[src/rtl/riscv_test_monitor_if.sv]
// Decode-stage observation bundle: the instruction stream plus the core's gp (x3) value.
interface riscv_test_monitor_if #(
  parameter int XLEN = 32
);
  logic            inst_valid;
  logic [31:0]     inst;
  logic [XLEN-1:0] gp_value;

  modport master (output inst_valid, inst, gp_value);
  modport slave  (input  inst_valid, inst, gp_value);
endinterface

[src/rtl/riscv_test_monitor.sv]
// riscv-tests end-of-test monitor: watches for the ECALL/EBREAK trap, samples gp and
// reports PASS/FAIL/TIMEOUT with cycle and retired-instruction counts.
//
// state | meaning
// IDLE  | core held in reset, counters cleared
// RUN   | test executing, counting cycles and retired instructions
// PASS  | trap seen with gp == PASS_VALUE (sticky)
// FAIL  | trap seen with any other gp, fail_test = gp >> 1 (sticky)
// TOUT  | no trap within TIMEOUT_CYCLES run cycles (sticky)
module riscv_test_monitor #(
  parameter int XLEN           = 32,
  parameter int TIMEOUT_CYCLES = 500000,
  parameter int CNT_W          = $clog2(TIMEOUT_CYCLES + 1),
  parameter int RET_W          = 32,
  parameter int TRIG_EBREAK    = 0,
  parameter int PASS_VALUE     = 1
) (
  input  logic                     clk,
  input  logic                     rst,
  input  logic                     run,
  input  logic                     clear,
  riscv_test_monitor_if.slave      core,
  output logic [2:0]               state,
  output logic                     done,
  output logic                     pass,
  output logic                     fail,
  output logic                     timeout,
  output logic [XLEN-1:0]          fail_test,
  output logic [CNT_W-1:0]         cycle_count,
  output logic [RET_W-1:0]         retired_count,
  output logic                     halt_req,
  output logic [7:0]               led
);

  localparam logic [31:0]      INST_ECALL  = 32'h0000_0073;
  localparam logic [31:0]      INST_EBREAK = 32'h0010_0073;
  localparam logic [CNT_W-1:0] TMR_LOAD    = CNT_W'(TIMEOUT_CYCLES - 1);
  localparam logic [XLEN-1:0]  GP_PASS     = XLEN'(PASS_VALUE);

  typedef enum logic [2:0] {
    S_IDLE = 3'd0,
    S_RUN  = 3'd1,
    S_PASS = 3'd2,
    S_FAIL = 3'd3,
    S_TOUT = 3'd4
  } state_t;

  state_t           state_q, state_nxt;
  logic [CNT_W-1:0] cyc_q, cyc_nxt;
  logic [CNT_W-1:0] tmr_q, tmr_nxt;
  logic [RET_W-1:0] ret_q, ret_nxt;
  logic [XLEN-1:0]  ft_q, ft_nxt;
  logic [7:0]       led_nxt;
  logic             trigger;

  assign trigger = core.inst_valid &&
                   ((core.inst == INST_ECALL) ||
                    ((TRIG_EBREAK != 0) && (core.inst == INST_EBREAK)));

  always_comb begin
    state_nxt = state_q;
    cyc_nxt   = cyc_q;
    tmr_nxt   = tmr_q;
    ret_nxt   = ret_q;
    ft_nxt    = ft_q;
    if (clear) begin
      state_nxt = S_IDLE;
      cyc_nxt   = '0;
      tmr_nxt   = TMR_LOAD;
      ret_nxt   = '0;
      ft_nxt    = '0;
    end else begin
      case (state_q)
        S_IDLE: begin
          cyc_nxt = '0;
          tmr_nxt = TMR_LOAD;
          ret_nxt = '0;
          ft_nxt  = '0;
          if (run) state_nxt = S_RUN;
        end
        S_RUN: begin
          if (!run) begin
            state_nxt = S_IDLE;
            cyc_nxt   = '0;
            tmr_nxt   = TMR_LOAD;
            ret_nxt   = '0;
            ft_nxt    = '0;
          end else begin
            if (core.inst_valid && (ret_q != {RET_W{1'b1}})) ret_nxt = ret_q + 1'b1;
            // cycle_count freezes on the exit cycle so it reports the last RUN cycle index
            if (trigger) begin
              if (core.gp_value == GP_PASS) begin
                state_nxt = S_PASS;
              end else begin
                state_nxt = S_FAIL;
                ft_nxt    = core.gp_value >> 1;
              end
            end else if (tmr_q == '0) begin
              state_nxt = S_TOUT;
            end else begin
              cyc_nxt = cyc_q + 1'b1;
              tmr_nxt = tmr_q - 1'b1;
            end
          end
        end
        S_PASS, S_FAIL, S_TOUT: state_nxt = state_q;
        default: begin
          state_nxt = S_IDLE;
          cyc_nxt   = '0;
          tmr_nxt   = TMR_LOAD;
          ret_nxt   = '0;
          ft_nxt    = '0;
        end
      endcase
    end
  end

  always_comb begin
    led_nxt = 8'h00;
    case (state_nxt)
      S_PASS:  led_nxt = 8'h01;
      S_FAIL:  led_nxt = {1'b1, ft_nxt[6:0]};
      S_TOUT:  led_nxt = 8'hFF;
      default: led_nxt = 8'h00;
    endcase
  end

  // Flags are registered from the next state so they line up with state every cycle
  always_ff @(posedge clk) begin
    if (rst) begin
      state_q  <= S_IDLE;
      cyc_q    <= '0;
      tmr_q    <= TMR_LOAD;
      ret_q    <= '0;
      ft_q     <= '0;
      done     <= 1'b0;
      pass     <= 1'b0;
      fail     <= 1'b0;
      timeout  <= 1'b0;
      halt_req <= 1'b0;
      led      <= 8'h00;
    end else begin
      state_q  <= state_nxt;
      cyc_q    <= cyc_nxt;
      tmr_q    <= tmr_nxt;
      ret_q    <= ret_nxt;
      ft_q     <= ft_nxt;
      done     <= (state_nxt == S_PASS) || (state_nxt == S_FAIL) || (state_nxt == S_TOUT);
      pass     <= (state_nxt == S_PASS);
      fail     <= (state_nxt == S_FAIL);
      timeout  <= (state_nxt == S_TOUT);
      halt_req <= (state_nxt == S_PASS) || (state_nxt == S_FAIL) || (state_nxt == S_TOUT);
      led      <= led_nxt;
    end
  end

  assign state         = state_q;
  assign cycle_count   = cyc_q;
  assign retired_count = ret_q;
  assign fail_test     = ft_q;

endmodule

[src/flat_wrapper.sv]
// flat-port wrapper written by rule: the top's interface ports become plain ports
module riscv_test_monitor_flat 
#(
  parameter int XLEN           = 32,
  parameter int TIMEOUT_CYCLES = 500000,
  parameter int CNT_W          = $clog2(TIMEOUT_CYCLES + 1),
  parameter int RET_W          = 32,
  parameter int TRIG_EBREAK    = 0,
  parameter int PASS_VALUE     = 1
)
  (clk, rst, run, clear, state, done, pass, fail, timeout, fail_test, cycle_count, retired_count, halt_req, led, core_inst_valid, core_inst, core_gp_value);
  riscv_test_monitor_if #(.XLEN(XLEN)) core_i ();
  input  logic clk;
  input  logic rst;
  input  logic run;
  input  logic clear;
  output logic [2:0] state;
  output logic done;
  output logic pass;
  output logic fail;
  output logic timeout;
  output logic [XLEN-1:0] fail_test;
  output logic [CNT_W-1:0] cycle_count;
  output logic [RET_W-1:0] retired_count;
  output logic halt_req;
  output logic [7:0] led;
  input wire logic [$bits(core_i.inst_valid)-1:0] core_inst_valid;
  input wire logic [$bits(core_i.inst)-1:0] core_inst;
  input wire logic [$bits(core_i.gp_value)-1:0] core_gp_value;
  assign core_i.inst_valid = core_inst_valid;
  assign core_i.inst = core_inst;
  assign core_i.gp_value = core_gp_value;
  riscv_test_monitor #(.XLEN(XLEN), .TIMEOUT_CYCLES(TIMEOUT_CYCLES), .CNT_W(CNT_W), .RET_W(RET_W), .TRIG_EBREAK(TRIG_EBREAK), .PASS_VALUE(PASS_VALUE)) u_core (.clk(clk), .rst(rst), .run(run), .clear(clear), .core(core_i), .state(state), .done(done), .pass(pass), .fail(fail), .timeout(timeout), .fail_test(fail_test), .cycle_count(cycle_count), .retired_count(retired_count), .halt_req(halt_req), .led(led));
endmodule
[config.mk]
export PLATFORM = sky130hd
export DESIGN_NAME = riscv_test_monitor_flat
export DESIGN_NICKNAME = d
export VERILOG_FILES = /design/src/rtl/riscv_test_monitor_if.sv /design/src/rtl/riscv_test_monitor.sv /design/src/flat_wrapper.sv
export SDC_FILE = /design/constraint.sdc
export NUM_CORES = 1
export LEC_CHECK = 0
export BUFFER_PORTS_ARGS = -buffer_cell sky130_fd_sc_hd__buf_2
export CAP_MARGIN = 20
export CELL_PAD_IN_SITES_DETAIL_PLACEMENT = 0
export CELL_PAD_IN_SITES_GLOBAL_PLACEMENT = 2
export CORE_MARGIN = 1
export CORE_UTILIZATION = 32
export CTS_BUF_LIST = sky130_fd_sc_hd__clkbuf_4
export DETAILED_ROUTE_END_ITERATION = 8
export PLACE_DENSITY = 0.95
export SETUP_SLACK_MARGIN = 0.02
export SLEW_MARGIN = 20
export SYNTH_ARGS = -nofsm -noshare
export SYNTH_HDL_FRONTEND = slang
export SYNTH_SLANG_ARGS = --single-unit
[constraint.sdc]
create_clock -name clk -period 4.12 [get_ports clk]
set_input_delay 1.03 -clock clk [delete_from_list [all_inputs] [get_ports clk]]
set_output_delay 1.03 -clock clk [all_outputs]
set_load 0.05 [all_outputs]
After elaboration in Yosys (flattened, before gate mapping)
Cells that the tools add are included.
W data, S select, Z words.
{"block": "word_totals", "ff_bits": 117, "latch_bits": 0, "mem_bits_rw": 0, "romBits": 0, "input_bits": 69, "elab_cells": 65, "n_memories": 0}
{"block": "op_classes", "n_addsub": 3, "n_mul": 0, "div_mod_pow": 0, "n_lt_le_gt_ge": 0, "n_eq_ne": 15, "n_shift": 0, "mux": 24, "bitwise_logic": 1, "n_reduce_logical": 11}
{"cell": "$mux W32", "n": 5}
{"cell": "$pmux W32 S2", "n": 2}
{"cell": "$mux W19", "n": 6}
{"cell": "$pmux W19 S2", "n": 2}
{"cell": "$add A32 B1 Y32 const B", "n": 1}
{"cell": "$eq A32 B1 Y1 const B", "n": 1}
{"cell": "$eq A32 B7 Y1 const B", "n": 1}
{"cell": "$ne A32 B32 Y1 const B", "n": 1}
{"cell": "$pmux W8 S3", "n": 1}
{"cell": "$add A19 B1 Y19 const B", "n": 1}
{"cell": "$logic_not A19 Y1", "n": 1}
{"cell": "$sub A19 B1 Y19 const B", "n": 1}
{"cell": "$mux W3", "n": 5}
{"cell": "$eq A3 B2 Y1 const B", "n": 4}
{"cell": "$ne A3 B3 Y1 const B", "n": 3}
{"cell": "$pmux W3 S3", "n": 1}
{"cell": "$mux W7", "n": 1}
{"cell": "$eq A3 B3 Y1 const B", "n": 2}
{"cell": "$ne A3 B2 Y1 const B", "n": 2}
{"cell": "$reduce_and A3 Y1", "n": 2}
{"cell": "$eq A3 B1 Y1 const B", "n": 1}
{"cell": "$logic_not A3 Y1", "n": 1}
{"cell": "$reduce_or A3 Y1", "n": 1}
{"cell": "$logic_and A1 B1 Y1", "n": 2}
{"cell": "5 further kinds", "n": 6}

Depth between registers and ports, before layout
{"block": "logic_depth", "word_depth": 9, "mapped_depth": 10, "depth_no_buf": 9}

Worst setup path before layout
OpenSTA, ideal clock, no wires.
{"block": "synth_timing", "kind": "input -> register", "start": "input core_inst[10]", "end": "register u_core.led[2]", "arrival_time_ps": 2853, "t_required_ps": 3985, "setup_slack_ps": 1132, "cell_stages": 7, "path_cell_list": "nor4_1 -> nand3b_1 -> or4_1 -> o31a_1 -> clkbuf_1 -> a22oi_1 -> o21ai_0"}
{"block": "synth_between", "elab_chain_cells": 8}
{"item": "start: declaration", "line": "flat_wrapper.sv:28", "text": "input wire logic [$bits(core_i.inst)-1:0] core_inst;"}
{"item": "$eq A32 B7 Y1 (*)", "line": "riscv_test_monitor.sv:57", "text": "((core.inst == INST_ECALL) ||"}
{"item": "$logic_and A1 B1 Y1 (*)", "line": "riscv_test_monitor.sv:56", "text": "assign trigger = core.inst_valid &&"}
{"item": "$mux W3", "line": "riscv_test_monitor.sv:91", "text": "if (trigger) begin"}
{"item": "$mux W3", "line": "riscv_test_monitor.sv:82", "text": "if (!run) begin"}
{"item": "$pmux W3 S3", "line": "riscv_test_monitor.sv:73", "text": "case (state_q)"}
{"item": "$mux W3", "line": "riscv_test_monitor.sv:66", "text": "if (clear) begin"}
{"item": "$eq A3 B3 Y1 or $eq A3 B2 Y1 (tied branches)", "line": "riscv_test_monitor.sv:120", "text": "case (state_nxt)"}
{"item": "$pmux W8 S3 (*)", "line": "riscv_test_monitor.sv:120"}
{"item": "end signal: assignment", "line": "riscv_test_monitor.sv:153", "text": "led <= led_nxt;"}
{"item": "end: declaration", "line": "riscv_test_monitor.sv:32", "text": "output logic [7:0] led"}
Every way passes the cells marked *; elsewhere a longest branch is shown, timed or not. The select of a mux whose other input is x is not followed.
A chain may end at the register's enable or synchronous reset.

Worst setup path in the final report
{"block": "layout_timing", "start": "input core_inst[10]", "end": "register u_core.tmr_q[10]"}
{"block": "layout_between", "elab_chain_cells": 4}
{"item": "$eq A32 B7 Y1", "line": "riscv_test_monitor.sv:57"}
{"item": "$logic_and A1 B1 Y1", "line": "riscv_test_monitor.sv:56"}
{"item": "$ne A3 B3 Y1 (no line)"}
{"item": "$reduce_and A3 Y1 (no line)"}
{"item": "end signal: assignment", "line": "riscv_test_monitor.sv:145", "text": "tmr_q <= tmr_nxt;"}
{"item": "end: declaration", "line": "riscv_test_monitor.sv:50", "text": "logic [CNT_W-1:0] tmr_q, tmr_nxt;"}
No other way between the ends.

==> metrics.yaml <==
grt:
  antenna_found_initial: 3
  track_usage_pct: 19.00
  grt_overflow: 0
  first_global_vias: 4691
  grt_pass1_wl_um: 23940
  grt_max_degree: 46
cells_and_area:
  areaGrowthSynthToFinish_pct: 25.31
  fin_nets: 824
  nFillCells: 1548
  drive_gt1_share_pct: 28.37
  multi_input_comb_area_mm2: 0.002608
  stdcell_count: 979
  regArea_mm2: 0.002322
worst_setup_path:
  r2r_start: "u_core.tmr_q[3]"
  worstSetupPathType: "in -> reg"
  start_kind: "input pin"
  rrSetupSlack_ps: 1120
  path_cells: "buf_2 -> nor4_1 -> nand3b_1 -> or4_1 -> a21oi_4 -> or4_4 -> nor3_1 -> o21a_1"
  r2r-end: "u_core.tmr_q[10]"
  r2r_cells: 7
  slowest_delay_ps: 650
  path_max_fanout: 24
  required_ps: 4540
  crit_path_end_kind: "flop"
  cp_slowest_cell: "or4_1"
  arrival_ps: 3520
die:
  fp.dieH_um: 128.4
  dieWidth_um: 128.4
  core_area_mm2: 0.01537
  initial_core_util_pct: 33.25
  row_count: 45
  dieArea_mm2: 0.01648
  num_io_pins: 168
synthesis:
  syn_inst: 588
  synthArstFlopShare_pct: 0
  yosys_warnings: 0
  seq_area_frac_synth_pct: 45.43
  syn_area_per_cell_um2: 8.692
  netlist_area_mm2: 0.005111
  synth_edf_count: 0
  synth-seq-cells: 116
  ys.flop_type: "dfxtp_1"
  synthesis.nets: 660
  yosysUniqueCellTypes: 51
routing:
  via_count: 5107
  drc: 0
  dr.pass1.iters: 6
  drtIter0Drc: 304
  route.detailed.wl_per_inst_um: 15.71
  ant_nets: 0
  vias_per_cell: 5.217
  wirelength_um: 15380
clock_network:
  cts.sink_count: 116
  clk_pin_slew_ps: 100
  cts_buffers: 17
  ctsRootBufferMaster: "clkbuf_4"
  post-cts-setup-buffer-count: 0
  tritoncts: "yes"
  cts.repair.resized: 0
  cts_hold_buffers: 0
  htreeDepth: 4
  clock_latency_ps: 530
  clockBufferDepth: 2
sta:
  relSlewSlack_pct: 36.18
  setup_viol: 0
  period_needed_ps: 3093
  fin_ws_ps: 1027
  clock_skew_ps: 17.56
  fmax_ghz: 0.3233
  hold_viol: 0
  slew_viol_final: 0
  worst_pin_slew_ps: 953.8
  fin_crit_sh_pct: 75.08
  tns_ps: 0
  rsz0062_at_grt: "false"
power:
  p_per_area_mw_per_mm2: 312.1
  p_leak_nw: 2.469
  p_clk_share_pct: 40.1
  switching_share_pct: 23.85
  ir_drop_mv: 0.1303
  pwr-share-comb_pct: 3.8
  p_sw_uw: 476.7
  power_mw: 1.999
  power.internal_mw: 1.522
  seqPwrFrac_pct: 56.1
hold_path:
  hp-start: "u_core.tmr_q[18]"
  holdPathEnd: "u_core.tmr_q[18]"
  hold_class: "reg -> reg"
  whs_path_depth: 2
placed_design:
  pre_cts_slack_ps: 452.7
  dp_hpwl_um: 11340
  io_buffers: 166
  dpl.cell_count: 944
  place_congestion: 0.8884
run:
  drv_cap: 0
run_status:
  outcome: "finished clean"
==> worst max-delay path by stage <==
| stage | endpoint | cells after the start | from | slack (ps) |
|---|---|---|---|---|
| floorplan | u_core.led[2] | 7 | core_inst[10] | 1130 |
| global placement | u_core.tmr_q[13] | 8 | core_inst[10] | 490 |
| detailed placement | u_core.tmr_q[10] | 8 | core_inst[10] | 450 |
| CTS | u_core.tmr_q[10] | 8 | core_inst[10] | 1030 |
| global route | u_core.tmr_q[10] | 8 | core_inst[10] | 950 |
| finish | u_core.tmr_q[10] | 8 | core_inst[10] | 1030 |
==> routing by layer <==
| layer | GRT usage, % | wire (um) | vias to the layer above |
|---|---|---|---|
| met4 | 8.097 | 410 | 0 |
| met1 | 24.68 | 6899 | 2381 |
| li1 | - | - | 2463 |
| met5 | 0 | 0 | - |
| met2 | 29.25 | 6897 | 232 |
| met3 | 5.655 | 1173 | 31 |
==> cell usage after synthesis (11+ instances only) <==
cell | n | share of area, %
a21oi_1 | 15 | 1.5
a22oi_1 | 31 | 4.6
clkbuf_1 | 21 | 1.5
dfxtp_1 | 116 | 45
inv_1 | 15 | 1.1
nand2_1 | 39 | 2.9
nand3_1 | 20 | 2.0
nand4_1 | 19 | 2.3
nor2_1 | 88 | 6.5
nor3_1 | 21 | 2.1
nor4_1 | 36 | 4.4
o21ai_0 | 17 | 1.7
or3_1 | 14 | 1.7
xnor2_1 | 38 | 6.5
xor2_1 | 11 | 1.9
==> flip-flops by register name, summed over array words and instances (netlist names), 3 cells and up <==
signal and flops:
u_core.fail_test 31, u_core.cycle_count 19, u_core.tmr_q 19, u_core.led 8
u_core.state 3, u_core.retired_count 32
==> layout make-up <==
cell class | instances | share of cell area (%)
clock inverter | 12 | 1.778
clock buffer | 20 | 2.344
multi-input combinational | 429 | 40.71
sequential | 116 | 36.26
inverter | 15 | 0.8791
tap | 211 | 4.122
timing repair buffer | 173 | 13.79
antenna | 3 | 0.1172
==> cell usage in the layout (no fill, tap or decap), types with 20 or more instances in the layout <==
master      n
nand3_1    20
clkbuf_4   20
a22oi_1    31
xnor2_1    38
dfxtp_1   116
nor2_1     88
nand2_1    39
nor4_1     36
buf_2     166
nor3_1     21
==> cells by family (layout without fill, tap and decap cells) <==
family                   Yosys count  after routing  synth area share [%]
AND/OR/NAND/NOR                  289            289                 29.79
flip-flops                       116            116                 45.43
AO/OA/AOI/OAI                     83             83                 11.11
XOR/XNOR                          49             49                 8.397
buffers and inverters             43            220                 3.648
multiplexers                       4              4                0.8078
adder cells (fa/ha/maj)            3              3                0.7345
other                              1              4               0.07337
==> power groups by stage <==
stage / registers (mW) / clock network [mW] / logic (mW)
floorplan: 1.15 / 0 / 0.0213
global placement: 1.15 / 0 / 0.0757
detailed placement: 1.15 / 0 / 0.0760
CTS: 1.12 / 0.828 / 0.0763
global route: 1.12 / 0.882 / 0.0820
finish: 1.12 / 0.801 / 0.0761
==> critical path, delay by kind of cell <==
family,cells,cell delay (ps)
and+or+nand+nor,5,1620
AOI/OAI and AO/OA,2,750
buffers and inverters,1,100
==> metrics by stage <==
stage	util (%)	hold slack [ps]	instance area (um^2)
after floorplan	-	434.7	5111
after global placement	39.90	447.5	6133
after detailed placement	39.90	450.7	6133
after CTS	41.62	467.3	6397
after global routing	41.67	520.4	6405
final	41.67	479.7	6405
(Power assumes the default switching activity.)
